### config.mk
export PLATFORM = sky130hd
export DESIGN_NAME = seq_restoring_divider
export DESIGN_NICKNAME = d
export VERILOG_FILES = /design/src/rtl/seq_restoring_divider_pkg.sv /design/src/rtl/seq_restoring_divider_step.sv /design/src/rtl/seq_restoring_divider.sv
export SDC_FILE = /design/constraint.sdc
export NUM_CORES = 1
export LEC_CHECK = 0
export BUFFER_PORTS_ARGS = -buffer_cell sky130_fd_sc_hd__buf_2
export CAP_MARGIN = 20
export CORE_MARGIN = 2
export CORE_UTILIZATION = 57
export DETAILED_ROUTE_END_ITERATION = 8
export HOLD_SLACK_MARGIN = 0.08
export PLACE_DENSITY = 0.83
export SLEW_MARGIN = 20
export SYNTH_ARGS = -nofsm -noshare
export SYNTH_HDL_FRONTEND = slang
export SYNTH_SLANG_ARGS = --single-unit
### constraint.sdc
create_clock -name clk -period 4.42 [get_ports clk]
set_input_delay 1.326 -clock clk [delete_from_list [all_inputs] [get_ports clk]]
set_output_delay 1.326 -clock clk [all_outputs]
set_load 0.02 [all_outputs]
### src/rtl/seq_restoring_divider_pkg.sv
// Shared definitions for the sequential restoring divider: FSM encodings,
// counter-width helper and handshake levels.
package seq_restoring_divider_pkg;

  typedef enum logic [1:0] {
    IDLE = 2'd0,
    BUSY = 2'd1,
    DONE = 2'd2
  } state_t;

  // Handshake signal levels.
  localparam logic HS_ASSERT   = 1'b1;
  localparam logic HS_DEASSERT = 1'b0;

  // Counter must hold the value WIDTH itself, hence WIDTH+1 codes.
  function automatic int cnt_width(input int width);
    return $clog2(width + 1);
  endfunction

endpackage

### src/rtl/seq_restoring_divider_step.sv
// One restoring-division iteration: shift {rem,q} left by one, trial-subtract
// the divisor and keep the difference only when it is non-negative.
module seq_restoring_divider_step #(
  parameter int WIDTH = 4
) (
  input  logic [WIDTH-1:0] rem_in,
  input  logic [WIDTH-1:0] q_in,
  input  logic [WIDTH-1:0] divisor,
  output logic [WIDTH-1:0] rem_out,
  output logic [WIDTH-1:0] q_out
);

  logic [WIDTH:0] shifted;
  logic [WIDTH:0] trial;

  // Shift-compare-subtract; the extra top bit of trial is the borrow/sign.
  always_comb begin
    shifted = {rem_in, q_in[WIDTH-1]};
    trial   = shifted - {1'b0, divisor};
    if (!trial[WIDTH]) begin
      rem_out = trial[WIDTH-1:0];
      q_out   = {q_in[WIDTH-2:0], 1'b1};
    end else begin
      rem_out = shifted[WIDTH-1:0];
      q_out   = {q_in[WIDTH-2:0], 1'b0};
    end
  end

endmodule

### src/rtl/seq_restoring_divider.sv
// Iterative unsigned restoring divider with valid/ready handshakes on both
// sides. One quotient bit is resolved per clock while BUSY.
module seq_restoring_divider
  import seq_restoring_divider_pkg::*;
#(
  parameter int WIDTH = 4,
  parameter int CNT_W = cnt_width(WIDTH)
) (
  input  logic             clk,
  input  logic             rst_n,
  input  logic             inValid,
  output logic             inReady,
  input  logic [WIDTH-1:0] inData_A,
  input  logic [WIDTH-1:0] inData_B,
  output logic             outValid,
  input  logic             outReady,
  output logic [WIDTH-1:0] outData_Q,
  output logic [WIDTH-1:0] outData_R,
  output logic             outDivZero
);

  state_t           state_q, state_d;
  logic [CNT_W-1:0] cnt_q,   cnt_d;
  logic [WIDTH-1:0] rem_q,   rem_d;
  logic [WIDTH-1:0] quo_q,   quo_d;
  logic [WIDTH-1:0] div_q,   div_d;
  logic             dz_q,    dz_d;

  logic [WIDTH-1:0] step_rem;
  logic [WIDTH-1:0] step_quo;

  seq_restoring_divider_step #(
    .WIDTH (WIDTH)
  ) u_step (
    .rem_in  (rem_q),
    .q_in    (quo_q),
    .divisor (div_q),
    .rem_out (step_rem),
    .q_out   (step_quo)
  );

  // Ready is held low while reset is asserted, even though state is IDLE.
  assign inReady    = (rst_n && (state_q == IDLE)) ? HS_ASSERT : HS_DEASSERT;
  assign outValid   = (state_q == DONE) ? HS_ASSERT : HS_DEASSERT;
  assign outData_Q  = quo_q;
  assign outData_R  = rem_q;
  assign outDivZero = dz_q;

  // Next-state and datapath update; registers hold unless the state acts.
  always_comb begin
    state_d = state_q;
    cnt_d   = cnt_q;
    rem_d   = rem_q;
    quo_d   = quo_q;
    div_d   = div_q;
    dz_d    = dz_q;
    case (state_q)
      IDLE: begin
        if (inValid && inReady) begin
          div_d = inData_B;
          cnt_d = CNT_W'(WIDTH);
          if (inData_B == '0) begin
            // Zero divisor short-circuits: saturated quotient, dividend kept.
            quo_d   = '1;
            rem_d   = inData_A;
            dz_d    = 1'b1;
            state_d = DONE;
          end else begin
            quo_d   = inData_A;
            rem_d   = '0;
            dz_d    = 1'b0;
            state_d = BUSY;
          end
        end
      end
      BUSY: begin
        rem_d = step_rem;
        quo_d = step_quo;
        cnt_d = cnt_q - CNT_W'(1);
        if (cnt_q == CNT_W'(1)) begin
          state_d = DONE;
        end
      end
      DONE: begin
        if (outReady) begin
          state_d = IDLE;
        end
      end
      default: state_d = IDLE;
    endcase
  end

  // State and result registers; reset discards any operation in flight.
  always_ff @(posedge clk or negedge rst_n) begin
    if (!rst_n) begin
      state_q <= IDLE;
      cnt_q   <= '0;
      rem_q   <= '0;
      quo_q   <= '0;
      div_q   <= '0;
      dz_q    <= 1'b0;
    end else begin
      state_q <= state_d;
      cnt_q   <= cnt_d;
      rem_q   <= rem_d;
      quo_q   <= quo_d;
      div_q   <= div_d;
      dz_q    <= dz_d;
    end
  end

endmodule

# Yosys cells after proc, flatten, opt, wreduce, memory -nomap -nowiden
# Cells that the tools add are included.
[word_totals]
register_bits = 18
inputBits = 12
out_inout_bits = 11
[op_classes]
add_sub_neg = 2
n_eq_ne = 6
n_mux = 18
reduce_logical = 8
[op_table]
columns = ["op", "count"]
rows = [
  ["$mux W4", 5],
  ["$pmux W4 S2", 2],
  ["$mux W2", 4],
  ["$pmux W2 S3", 1],
  ["$pmux W3 S2", 1],
  ["$sub A5 B4 Y5", 1],
  ["$logic_not A4 Y1", 1],
  ["$mux W1", 4],
  ["$ne A2 B2 Y1 const B", 2],
  ["$reduce_and A2 Y1", 2],
  ["$eq A3 B1 Y1 const B", 1],
  ["$mux W3", 1],
  ["$reduce_and A3 Y1", 1],
  ["$sub A3 B1 Y3 const B", 1],
  ["$eq A2 B1 Y1 const B", 1],
  ["$eq A2 B2 Y1 const B", 1],
  ["$logic_and A1 B1 Y1", 2],
  ["$logic_not A2 Y1", 1],
  ["$ne A2 B1 Y1 const B", 1],
  ["$reduce_bool A2 Y1", 1],
]

# Longest topological paths before layout
# Gate-level depths: netlist of the first run.
[logic_depth]
ltp_word = 6
mapped_depth = 8
mapped_depth_nobuf = 8

# By module
# Synthesis of the first run repeated with hierarchy kept, for this count alone.
[hier_totals]
hier_cells = 122
area_unflattened_um2 = 1101.1
[modules_own_cells]
columns = ["module", "n_inst", "cells_each", "area_per_inst_um2", "seq_area_each_um2"]
rows = [
  ["seq_restoring_divider", 1, 95, 874.6, 450.4],
  ["seq_restoring_divider_step", 1, 27, 226.5, 0.0],
]

# Worst setup path before layout of the first run
# OpenSTA, ideal clock, no wires.
[synth_timing]
path_kind = "input -> output"
startpoint = "in rst_n"
endpoint = "out inReady"
arrival_time_ns = 1.847
required_time_ns = 3.094
setup_slack_ns = 1.247
stages = 1
n_path_buf = 0
cell_sequence = "nor3b_1"
[synth_via]
elab_chain_cells = 2
[synth_rtl]
columns = ["item", "line", "source"]
rows = [
  ["from (decl)", "seq_restoring_divider.sv:10", "input logic rst_n,"],
  ["$logic_and A1 B1 Y1", "seq_restoring_divider.sv:43", "assign inReady = (rst_n && (state_q == IDLE)) ? HS_ASSERT : HS_DEASSERT;"],
  ["$mux W1", "seq_restoring_divider.sv:43", ""],
  ["to (decl)", "seq_restoring_divider.sv:12", "output logic inReady,"],
]
# No other way between the ends.

# Worst setup path after layout of the first run
# Same ends and word-level chain as after synthesis.

==> results.rst, run 1 <==
.. list-table::
   :header-rows: 1

   * - Metric
     - Value
   * - Run status
     - finished, final reports clean
   * - Fillcell total
     - 143
   * - Number of port buffers
     - 22
   * - Relative area change from synthesis to final layout
     - 15.3%
   * - Number of maximum-capacitance violations
     - 0
   * - Setup ws final
     - 968 ps
   * - Flop and latch count out of synthesis
     - 18
   * - TritonCTS clock tree
     - done
   * - Clock network latency to the later pin of the worst-skew pair
     - 300 ps
   * - Via count of the first global-routing pass
     - 869
   * - Unrepaired setup endpoints after global routing
     - false
   * - Ratio of cells with drive above 1 in the final layout
     - 23.7%
   * - Worst setup SP type
     - input port
   * - Worst setup path category
     - input port to output pin
   * - Total placed cells including tap cells
     - 160
   * - Maximum operating frequency
     - 0.290 GHz
   * - Type of element capturing the critical path
     - output pin
   * - Avg Cell Area, Syn
     - 9.15 um2
   * - I/O pin count
     - 23
   * - Setup Viol. Count Final
     - 0
   * - Residual antenna-violating net count after detailed routing
     - 0
   * - Chip height
     - 47.3 um
   * - Synth top area cells
     - dfrtp_1, ha_1, o21ai_0, nand2_1, inv_1
   * - Post-Syn Nets
     - 136
   * - Clock Sinks
     - 18
   * - Most frequent cell after synthesis
     - dfrtp_1
   * - Post-DR vias/cell
     - 5.65
   * - Worst slew pin tran
     - 779 ps
   * - Most used standard cells in the synthesized netlist
     - dfrtp_1, nand2_1, o21ai_0
   * - Row count
     - 15
   * - Peak supply drop
     - 0.000586 V
   * - Area share of the largest cell type after synthesis
     - 42.1%
   * - Count of buffers added by post-CTS timing repair for setup
     - 0
   * - Post-Place Setup Slack
     - 961 ps
   * - Pin count of the biggest net entering global routing
     - 22
   * - PnR Total Power
     - 1.08 mW
   * - H-Tree Level Count
     - 1
   * - Number of hold-slack violations in the final timing report
     - 0
   * - Power density over the cells
     - 874 nW/um2
   * - Drt pass-1 iters
     - 6
   * - Setup crit start
     - rst_n
   * - RePlAce Congestion
     - 0.829
   * - Total gr overflow
     - 0
   * - Starting DRT DRC Count
     - 10
   * - Reg-to-Reg End
     - outData_R[3]
   * - Largest clock skew in the final design
     - 1.47 ps
   * - Number of max-slew violations in the final report
     - 0
   * - CTS resizes
     - 0
   * - Die outline area
     - 2240 um2
   * - Area of combinational cells with multiple inputs
     - 569 um2
   * - Final nets
     - 159
   * - Cell variety after synth
     - 36
   * - Dominant register cell in the synthesized netlist
     - dfrtp_1
   * - Final Instance Count excl. Fillers
     - 164
   * - Wire length of the first global-routing pass
     - 3800 um
   * - Path depth of the worst reg2reg path
     - 8
   * - Clock Path Buffers
     - 2
   * - Share of synthesized flip-flops with an asynchronous set or reset
     - 100%
   * - Period utilisation layout
     - 78.1%
   * - Origin of the critical flop-to-flop path
     - outData_Q[3]
   * - Root buf cell
     - clkbuf_4
   * - Critical path data required time
     - 3090 ps
   * - Number of CTS-inserted buffers
     - 3
   * - Post-Synthesis Cell Area
     - 1070 um2
   * - Synth Warn #
     - 0
   * - Sequential standard cell area
     - 450 um2
   * - Setup Total Neg Slack
     - 0 ps
   * - Number of DRC violations after detailed routing
     - 0
   * - Overall track demand over capacity in global routing
     - 24.6%
   * - Crit path to
     - inReady
   * - Number of synthesized flops with an enable pin
     - 0
   * - Starting density of the core
     - 61.4%
   * - Core Area
     - 1750 um2
   * - Average wire per cell in the routed design
     - 13.8 um
   * - Hold WC Path Type
     - register to register
   * - Static leakage
     - 0.577 nW
   * - Post-synthesis sequential area ratio
     - 42.1%
   * - Top cell type by total area after synthesis
     - dfrtp_1
   * - CTS clk-pin slew, worst paths
     - 100 ps
   * - Final core utilization
     - 70.8%
   * - Highest net fanout along the worst path
     - 21
   * - Antenna violations before repair
     - 0
   * - R2R setup slack
     - 2180 ps
   * - Final Routed Wirelength
     - 2260 um
   * - Die outline width
     - 47.3 um
   * - Instance count of the mapped netlist
     - 117
   * - Placed wire-length estimate after detailed placement
     - 1700 um
   * - Detailed-route via count
     - 927
   * - Time the worst path needs with I/O delays and setup
     - 3450 ps
   * - Arrival @ worst endpoint
     - 2130 ps
   * - Hold-fix buffers, CTS
     - 0
   * - Max_slew headroom
     - 48.0%
   * - Diodes inserted
     - 0
worst max-delay path, cell delays in order:
cell and delay, ps:
buf_2 380, nor3b_1 230, buf_2 190
cell usage in the layout, fill, tap and decap left out, types with 3 or more instances in the layout:
cell      instances
nor3_1            3
a21oi_1           5
buf_2            22
o21ai_1           3
inv_1             8
nand3_1           5
nor2_1            6
ha_1              6
o21ai_0          12
o22ai_1           4
dfrtp_1          18
nand2_1          13
clkbuf_4          3
registers in the layout (all words and copies together) (netlist names):
name,cells
outData_R,4
outDivZero,1
cnt_q,3
outData_Q,4
div_q,4
state_q,2
power by group:
| group | switching (mW) | internal [mW] |
|---|---|---|
| sequential | 0.0796 | 0.246 |
| clock | 0.0547 | 0.0503 |
| combinational | 0.383 | 0.266 |
worst min path at each step:
stage / startpoint / end / slack [ps] / cells past startpoint
after floorplan: cnt_q[2] / cnt_q[2] / 450 / 1
after global placement: outDivZero / outDivZero / 470 / 1
after detailed placement: cnt_q[2] / cnt_q[2] / 480 / 1
after CTS: cnt_q[2] / cnt_q[2] / 490 / 1
after global routing: outDivZero / outDivZero / 530 / 1
final: cnt_q[2] / cnt_q[2] / 500 / 1
cells by family after synthesis:
logic type      synth area share [%]
compound gates                  21.1
xor+xnor                        3.15
fa+ha+maj                       8.88
buf+inv                         4.79
flops                           42.1
mux                            0.935
simple gates                    19.0
stage by stage:
stage | hold slack, ps | area (um2)
after global placement | 466 | 1200
final | 495 | 1230
after floorplan | 448 | 1070
after detailed placement | 477 | 1200
after global routing | 531 | 1230
after CTS | 493 | 1230
metal layers:
layer | GRT usage (%) | routed length (um) | vias up
met5 | 0 | 0 | -
met1 | 34.8 | 1070 | 436
li1 | - | - | 456
met4 | 8.33 | 29 | 0
met2 | 37.8 | 1050 | 31
met3 | 4.62 | 114 | 4
area by class of cell:
cell class	instances	share of cell area (%)
tap	25	2.53
inverter	8	2.43
clock buffer	4	2.94
multi-input combinational	86	46.1
sequential	18	36.5
timing repair buffer	23	9.52
Note: power is estimated with default switching activity, not from simulation.
==> inputs of run 2 (changes only) <==
Settings changed: CORE_UTILIZATION 57 to 53, PLACE_DENSITY 0.83 to 0.78.
Clock period 4.42 ns to 3.6 ns, I/O delays scaled along.
==> run 2 against run 1 <==
Compared with the run above:
- utilization down 6.6 points
- cell area increased by 0.81%
- first-iteration DRC count grew 140%
- worst setup slack better by 37 ps
- power is 22% higher
- sequential cell count stayed put
- via count shrank 0.65%
- final cell count rose by 1.8%
- critical path depth unchanged
- non-clock buffer count rose by 1
- register-to-register slack got worse by 770 ps
- count of clock-buffer cells in the layout unchanged
==> results.rst, run 2 (synthesized netlist as in run 1, its figures left out) <==
.. list-table::
   :header-rows: 1

   * - Metric
     - Value
   * - Final Instance Count excl. Fillers
     - 167
   * - Detailed-route via count
     - 921
   * - PnR Total Power
     - 1.32 mW
   * - Clock network latency to the later pin of the worst-skew pair
     - 290 ps
   * - Run status
     - finished, final reports clean
   * - Final core utilization
     - 64.1%
   * - Number of DRC violations after detailed routing
     - 0
   * - Wire length of the first global-routing pass
     - 3910 um
   * - Worst setup SP type
     - input port
   * - Period utilisation layout
     - 72.1%
   * - Final Routed Wirelength
     - 2250 um
   * - Highest net fanout along the worst path
     - 2
   * - Relative area change from synthesis to final layout
     - 16.2%
   * - Number of port buffers
     - 22
   * - CTS resizes
     - 0
   * - Slowest library cell on the worst path
     - buf_2
   * - Min Hold Slack
     - 494 ps
   * - Worst Hold Depth
     - 1
   * - Hold-fix buffers, CTS
     - 0
   * - Starting density of the core
     - 55.2%
   * - Max_slew headroom
     - 49.2%
   * - Die outline area
     - 2400 um2
   * - Row count
     - 16
   * - Chip height
     - 49.0 um
   * - Most common cell after layout, fill and taps aside
     - buf_2
   * - Fillcell total
     - 169
   * - RePlAce Congestion
     - 0.845
   * - Peak supply drop
     - 0.000528 V
   * - Hold WC Path Type
     - register to register
   * - Residual antenna-violating net count after detailed routing
     - 0
   * - Type of element capturing the critical path
     - output pin
   * - Count of buffers added by post-CTS timing repair for setup
     - 0
   * - Power density over the cells
     - 1060 nW/um2
   * - Die outline width
     - 49.0 um
   * - Average wire per cell in the routed design
     - 13.5 um
   * - Root buf cell
     - clkbuf_4
   * - Critical path data required time
     - 2520 ps
   * - H-Tree Level Count
     - 1
   * - Diodes inserted
     - 0
   * - TritonCTS clock tree
     - done
   * - Setup Viol. Count Final
     - 0
   * - Arrival @ worst endpoint
     - 1510 ps
   * - Time the worst path needs with I/O delays and setup
     - 2590 ps
   * - Number of hold-slack violations in the final timing report
     - 0
   * - Unrepaired setup endpoints after global routing
     - false
   * - Maximum operating frequency
     - 0.385 GHz
   * - Number of maximum-capacitance violations
     - 0
   * - Via count of the first global-routing pass
     - 909
   * - Most frequent cells in the layout
     - buf_2, dfrtp_1, nand2_1
   * - Worst setup path category
     - input port to output pin
   * - Ratio of cells with drive above 1 in the final layout
     - 24.3%
   * - Largest clock skew in the final design
     - 1.56 ps
   * - I/O pin count
     - 23
   * - Core Area
     - 1940 um2
   * - Largest stage delay on the critical path
     - 190 ps
   * - Clock Sinks
     - 18
   * - Total gr overflow
     - 0
   * - Overall track demand over capacity in global routing
     - 20.9%
   * - Setup crit start
     - rst_n
   * - Final nets
     - 160
   * - Post-DR vias/cell
     - 5.51
   * - Number of CTS-inserted buffers
     - 3
   * - Static leakage
     - 0.581 nW
   * - Total placed cells including tap cells
     - 163
   * - Starting DRT DRC Count
     - 24
   * - Antenna violations before repair
     - 0
   * - Pin count of the biggest net entering global routing
     - 21
   * - Placed wire-length estimate after detailed placement
     - 1710 um
   * - Setup Total Neg Slack
     - 0 ps
   * - Number of max-slew violations in the final report
     - 0
   * - Drt pass-1 iters
     - 4
   * - CTS clk-pin slew, worst paths
     - 100 ps
   * - Origin of the critical flop-to-flop path
     - outData_Q[3]
   * - Worst slew pin tran
     - 760 ps
   * - Min-delay src
     - outDivZero
   * - Clock Path Buffers
     - 2
   * - Most used cell along the critical path
     - buf_2
   * - Ordered list of cells on the worst path
     - buf_2 > nor3b_1 > buf_2
   * - Path depth of the worst reg2reg path
     - 8
==> run 2: changes by cell type in the layout (fill, tap and decap cells not counted), sizes merged <==
cell  change
buf       +1
==> run 2: metal layers <==
| layer | wire length, um | track usage [%] | share of wire, % | vias up |
|---|---|---|---|---|
| li1 | - | - | - | 461 |
| met1 | 1060 | 27.3 | 47 | 434 |
| met2 | 1090 | 32.4 | 48 | 22 |
| met3 | 81 | 4.60 | 3.6 | 4 |
| met4 | 30 | 11.0 | 1.3 | 0 |
| met5 | 0 | 0 | 0 | - |
==> run 2: path summary, 6_finish.rpt <==
check	endpoint	slack, ps
setup / recovery	inReady	1010
hold / removal	outDivZero	490
setup reg to reg	outData_R[2]	1410
hold reg to reg	outDivZero	490
max in group asynchronous	outDivZero	2650
min in group asynchronous	outData_Q[2]	740
==> run 2: per-stage QoR <==
stage,worst slack [ps],area (um2)
6_report,1010,1240
5_1_grt,874,1240
4_1_cts,1000,1240
3_5_place_dp,999,1210
3_3_place_gp,998,1210
2_1_floorplan,919,1070
==> run 2: final cells by class <==
class / instances / area, um2 / share of cell area [%]
clock buffers: 4 / 36.3 / 2.91
inverters: 8 / 30.0 / 2.41
multi-input cells: 86 / 569 / 45.7
flip-flops and latches: 18 / 450 / 36.2
well taps: 27 / 33.8 / 2.71
repair buffers: 24 / 125 / 10.1
==> run 2: where the power goes <==
part | leakage (nW) | internal, mW | total [mW] | switching (mW)
logic | 0.340 | 0.328 | 0.796 | 0.468
clock network | 0.0210 | 0.0616 | 0.125 | 0.0632
registers | 0.220 | 0.302 | 0.396 | 0.0948
==> run 2: worst max-delay path, delay by kind of cell <==
family	cells	cell delay (ps)
buffers and inverters	2	280
AND/OR/NAND/NOR	1	160
==> inputs of run 3 (changes only) <==
Settings changed: ABC_AREA set to 1, CORE_UTILIZATION 53 to 49, PLACE_DENSITY 0.78 to 0.75.
Clock period 3.6 ns to 2.3 ns, I/O delays scaled along.
==> run 3 against run 2 <==
Compared with the run above:
- combinational power up 83%
- power rose by 72%
- sequential power rose by 52%
- worst hold slack got worse by 140 ps
- sequential cell count did not move
- cell area increased by 9.9%
- worst setup slack got worse by 630 ps
- clock power increased by 58%
- die area rose by 19%
- count of clock-buffer cells in the layout did not move
- critical path type is now register to output pin
==> results.rst, run 3 <==
.. list-table::
   :header-rows: 1

   * - Metric
     - Value
   * - Run status
     - finished, final reports clean
   * - Synth top area cells
     - dfrtp_1, inv_1, nand2_1, ha_1, nand3_1
   * - Placed wire-length estimate after detailed placement
     - 1840 um
   * - Seq pwr share
     - 26.6%
   * - Row count
     - 17
   * - Critical path data required time
     - 1610 ps
   * - Number of port buffers
     - 22
   * - Static leakage
     - 0.714 nW
   * - Chip height
     - 53.4 um
   * - Antenna violations before repair
     - 0
   * - Diodes inserted
     - 0
   * - I/O pin count
     - 23
   * - Detailed-route via count
     - 1010
   * - Post-Syn Nets
     - 160
   * - Via count of the first global-routing pass
     - 949
   * - Number of CTS-inserted buffers
     - 3
   * - Maximum operating frequency
     - 0.519 GHz
   * - Peak supply drop
     - 0.000941 V
   * - Setup Viol. Count Final
     - 0
   * - Clock Path Buffers
     - 2
   * - Unrepaired setup endpoints after global routing
     - false
   * - Total gr overflow
     - 0
   * - Share of synthesized flip-flops with an asynchronous set or reset
     - 100%
   * - Clock Sinks
     - 18
   * - Final Routed Wirelength
     - 2330 um
   * - Wire length of the first global-routing pass
     - 4120 um
   * - Hold-fix buffers, CTS
     - 0
   * - Flop and latch count out of synthesis
     - 18
   * - Slowest library cell on the worst path
     - dfrtp_1
   * - Max_slew headroom
     - 82.4%
   * - Number of synthesized flops with an enable pin
     - 0
   * - Post-synthesis sequential area ratio
     - 37.7%
   * - Top cell type by total area after synthesis
     - dfrtp_1
   * - Sw Share
     - 50.9%
   * - Avg Cell Area, Syn
     - 8.48 um2
   * - Drt pass-1 iters
     - 4
   * - TritonCTS clock tree
     - done
   * - CTS resizes
     - 0
   * - Overall track demand over capacity in global routing
     - 19.5%
   * - Average wire per cell in the routed design
     - 12.0 um
   * - Pin count of the biggest net entering global routing
     - 20
   * - Part of the total power dissipated in the clock network
     - 8.7%
   * - Post-DR vias/cell
     - 5.21
   * - CTS clk-pin slew, worst paths
     - 100 ps
   * - Gate power share
     - 64.7%
   * - Die outline area
     - 2850 um2
   * - Min Hold Slack
     - 350 ps
   * - Starting density of the core
     - 53.1%
   * - Setup Total Neg Slack
     - 0 ps
   * - Arrival @ worst endpoint
     - 1240 ps
   * - Final Instance Count excl. Fillers
     - 194
   * - RePlAce Congestion
     - 0.812
   * - Internal
     - 1.11 mW
   * - Number of max-slew violations in the final report
     - 0
   * - Area share of the largest cell type after synthesis
     - 37.7%
   * - Cell variety after synth
     - 31
   * - Relative area change from synthesis to final layout
     - 14.4%
   * - Net load switching power
     - 1.15 mW
   * - Starting DRT DRC Count
     - 9
   * - Number of maximum-capacitance violations
     - 0
   * - Number of hold-slack violations in the final timing report
     - 0
   * - Worst setup SP type
     - register
   * - Power density over the cells
     - 1650 nW/um2
   * - Ratio of cells with drive above 1 in the final layout
     - 31.9%
   * - Dominant register cell in the synthesized netlist
     - dfrtp_1
   * - Core Area
     - 2250 um2
   * - Hold WC Path Type
     - input port to asynchronous set/reset pin
   * - Time the worst path needs with I/O delays and setup
     - 1930 ps
   * - H-Tree Level Count
     - 1
   * - Die outline width
     - 53.4 um
   * - Post-Synthesis Cell Area
     - 1200 um2
   * - Worst slew pin tran
     - 264 ps
   * - Count of buffers added by post-CTS timing repair for setup
     - 0
   * - Total placed cells including tap cells
     - 190
   * - Most used standard cells in the synthesized netlist
     - inv_1, nand2_1, dfrtp_1
   * - Synth Warn #
     - 0
   * - Type of element capturing the critical path
     - output pin
   * - Instance count of the mapped netlist
     - 141
   * - Ordered list of cells on the worst path
     - nor2_4 > and2_1 > buf_2
   * - Largest clock skew in the final design
     - 2.03 ps
   * - Root buf cell
     - clkbuf_4
   * - Number of DRC violations after detailed routing
     - 0
   * - Worst setup path category
     - register to output pin
   * - Final nets
     - 186
   * - Largest stage delay on the critical path
     - 470 ps
   * - Most frequent cells in the layout
     - inv_1, nand2_1, buf_2
   * - Residual antenna-violating net count after detailed routing
     - 0
   * - Period utilisation layout
     - 83.8%
   * - Highest net fanout along the worst path
     - 4
   * - Clock network latency to the later pin of the worst-skew pair
     - 290 ps
-- run 3: changes by cell type after synthesis, moves of 3 or more --
cell,previous run,this run
o22ai_1,4,1
nand2_2,0,3
nand2_1,13,22
nand3_1,5,12
clkbuf_1,3,0
a21oi_2,0,6
o21ai_0,12,6
nor3_1,3,0
nor2_2,1,4
inv_1,8,22
o21ai_1,3,7
-- run 3: power by group through the flow --
| stage | sequential, mW | combinational [mW] | clock, mW |
|---|---|---|---|
| after floorplan | 0.677 | 1.09 | 0 |
| after global placement | 0.603 | 1.42 | 0 |
| after detailed placement | 0.610 | 1.47 | 0 |
| after CTS | 0.605 | 1.47 | 0.202 |
| after global routing | 0.625 | 1.67 | 0.214 |
| final | 0.603 | 1.46 | 0.197 |
-- run 3: final timing paths --
kind	from	to	slack [ps]	cells past startpoint
min in group clk	outDivZero	outDivZero	500	2
worst min register to register	outDivZero	outDivZero	500	2
worst min-delay path	rst_n	outDivZero	350	2
max in group asynchronous	rst_n	state_q[0]	1740	2
worst max-delay path	state_q[0]	inReady	370	3
worst max register to register	outData_Q[3]	outData_R[3]	420	12
-- run 3: worst max-delay path: cells and delay by family (launching register included) --
| family | cells | cell delay (ps) |
|---|---|---|
| buffers and inverters | 1 | 150 |
| and+or+nand+nor | 2 | 330 |
| DFF | 1 | 470 |
-- run 3: per-layer routing --
| metal | global-route usage [%] | up-vias | wire length, um | part of all wire, % |
|---|---|---|---|---|
| met5 | 0 | - | 0 | 0 |
| met4 | 6.41 | 0 | 31 | 1.3 |
| met3 | 2.54 | 5 | 58 | 2.5 |
| met2 | 34.6 | 17 | 1190 | 51 |
| met1 | 24.2 | 476 | 1040 | 45 |
| li1 | - | 512 | - | - |
-- run 3: final cells by class --
type / count / area (um2)
tap: 28 / 35.0
multi-input combinational: 96 / 631
fill: 212 / 886
clock buffer: 4 / 36.3
timing repair buffer: 23 / 118
inverter: 25 / 98.8
sequential: 18 / 450
-- run 3: kinds of logic after synthesis --
logic type                 after synthesis  synth area share, %
and+or+nand+nor                         58                 27.3
AOI/OAI and AO/OA                       30                 16.7
buffers and inverters                   27                 9.62
DFF                                     18                 37.7
adders and majority gates                7                 7.95
xor gates and xnor gates                 1                0.732
-- run 3: per-stage QoR --
step	utilization, %	power, mW	setup WS, ps	cell area, um2
after detailed placement	59.1	2.08	399	1330
after global placement	59.1	2.02	423	1330
after global routing	60.7	2.51	294	1370
final	60.7	2.26	373	1370
after CTS	60.7	2.28	358	1370
after floorplan	-	1.77	422	1200
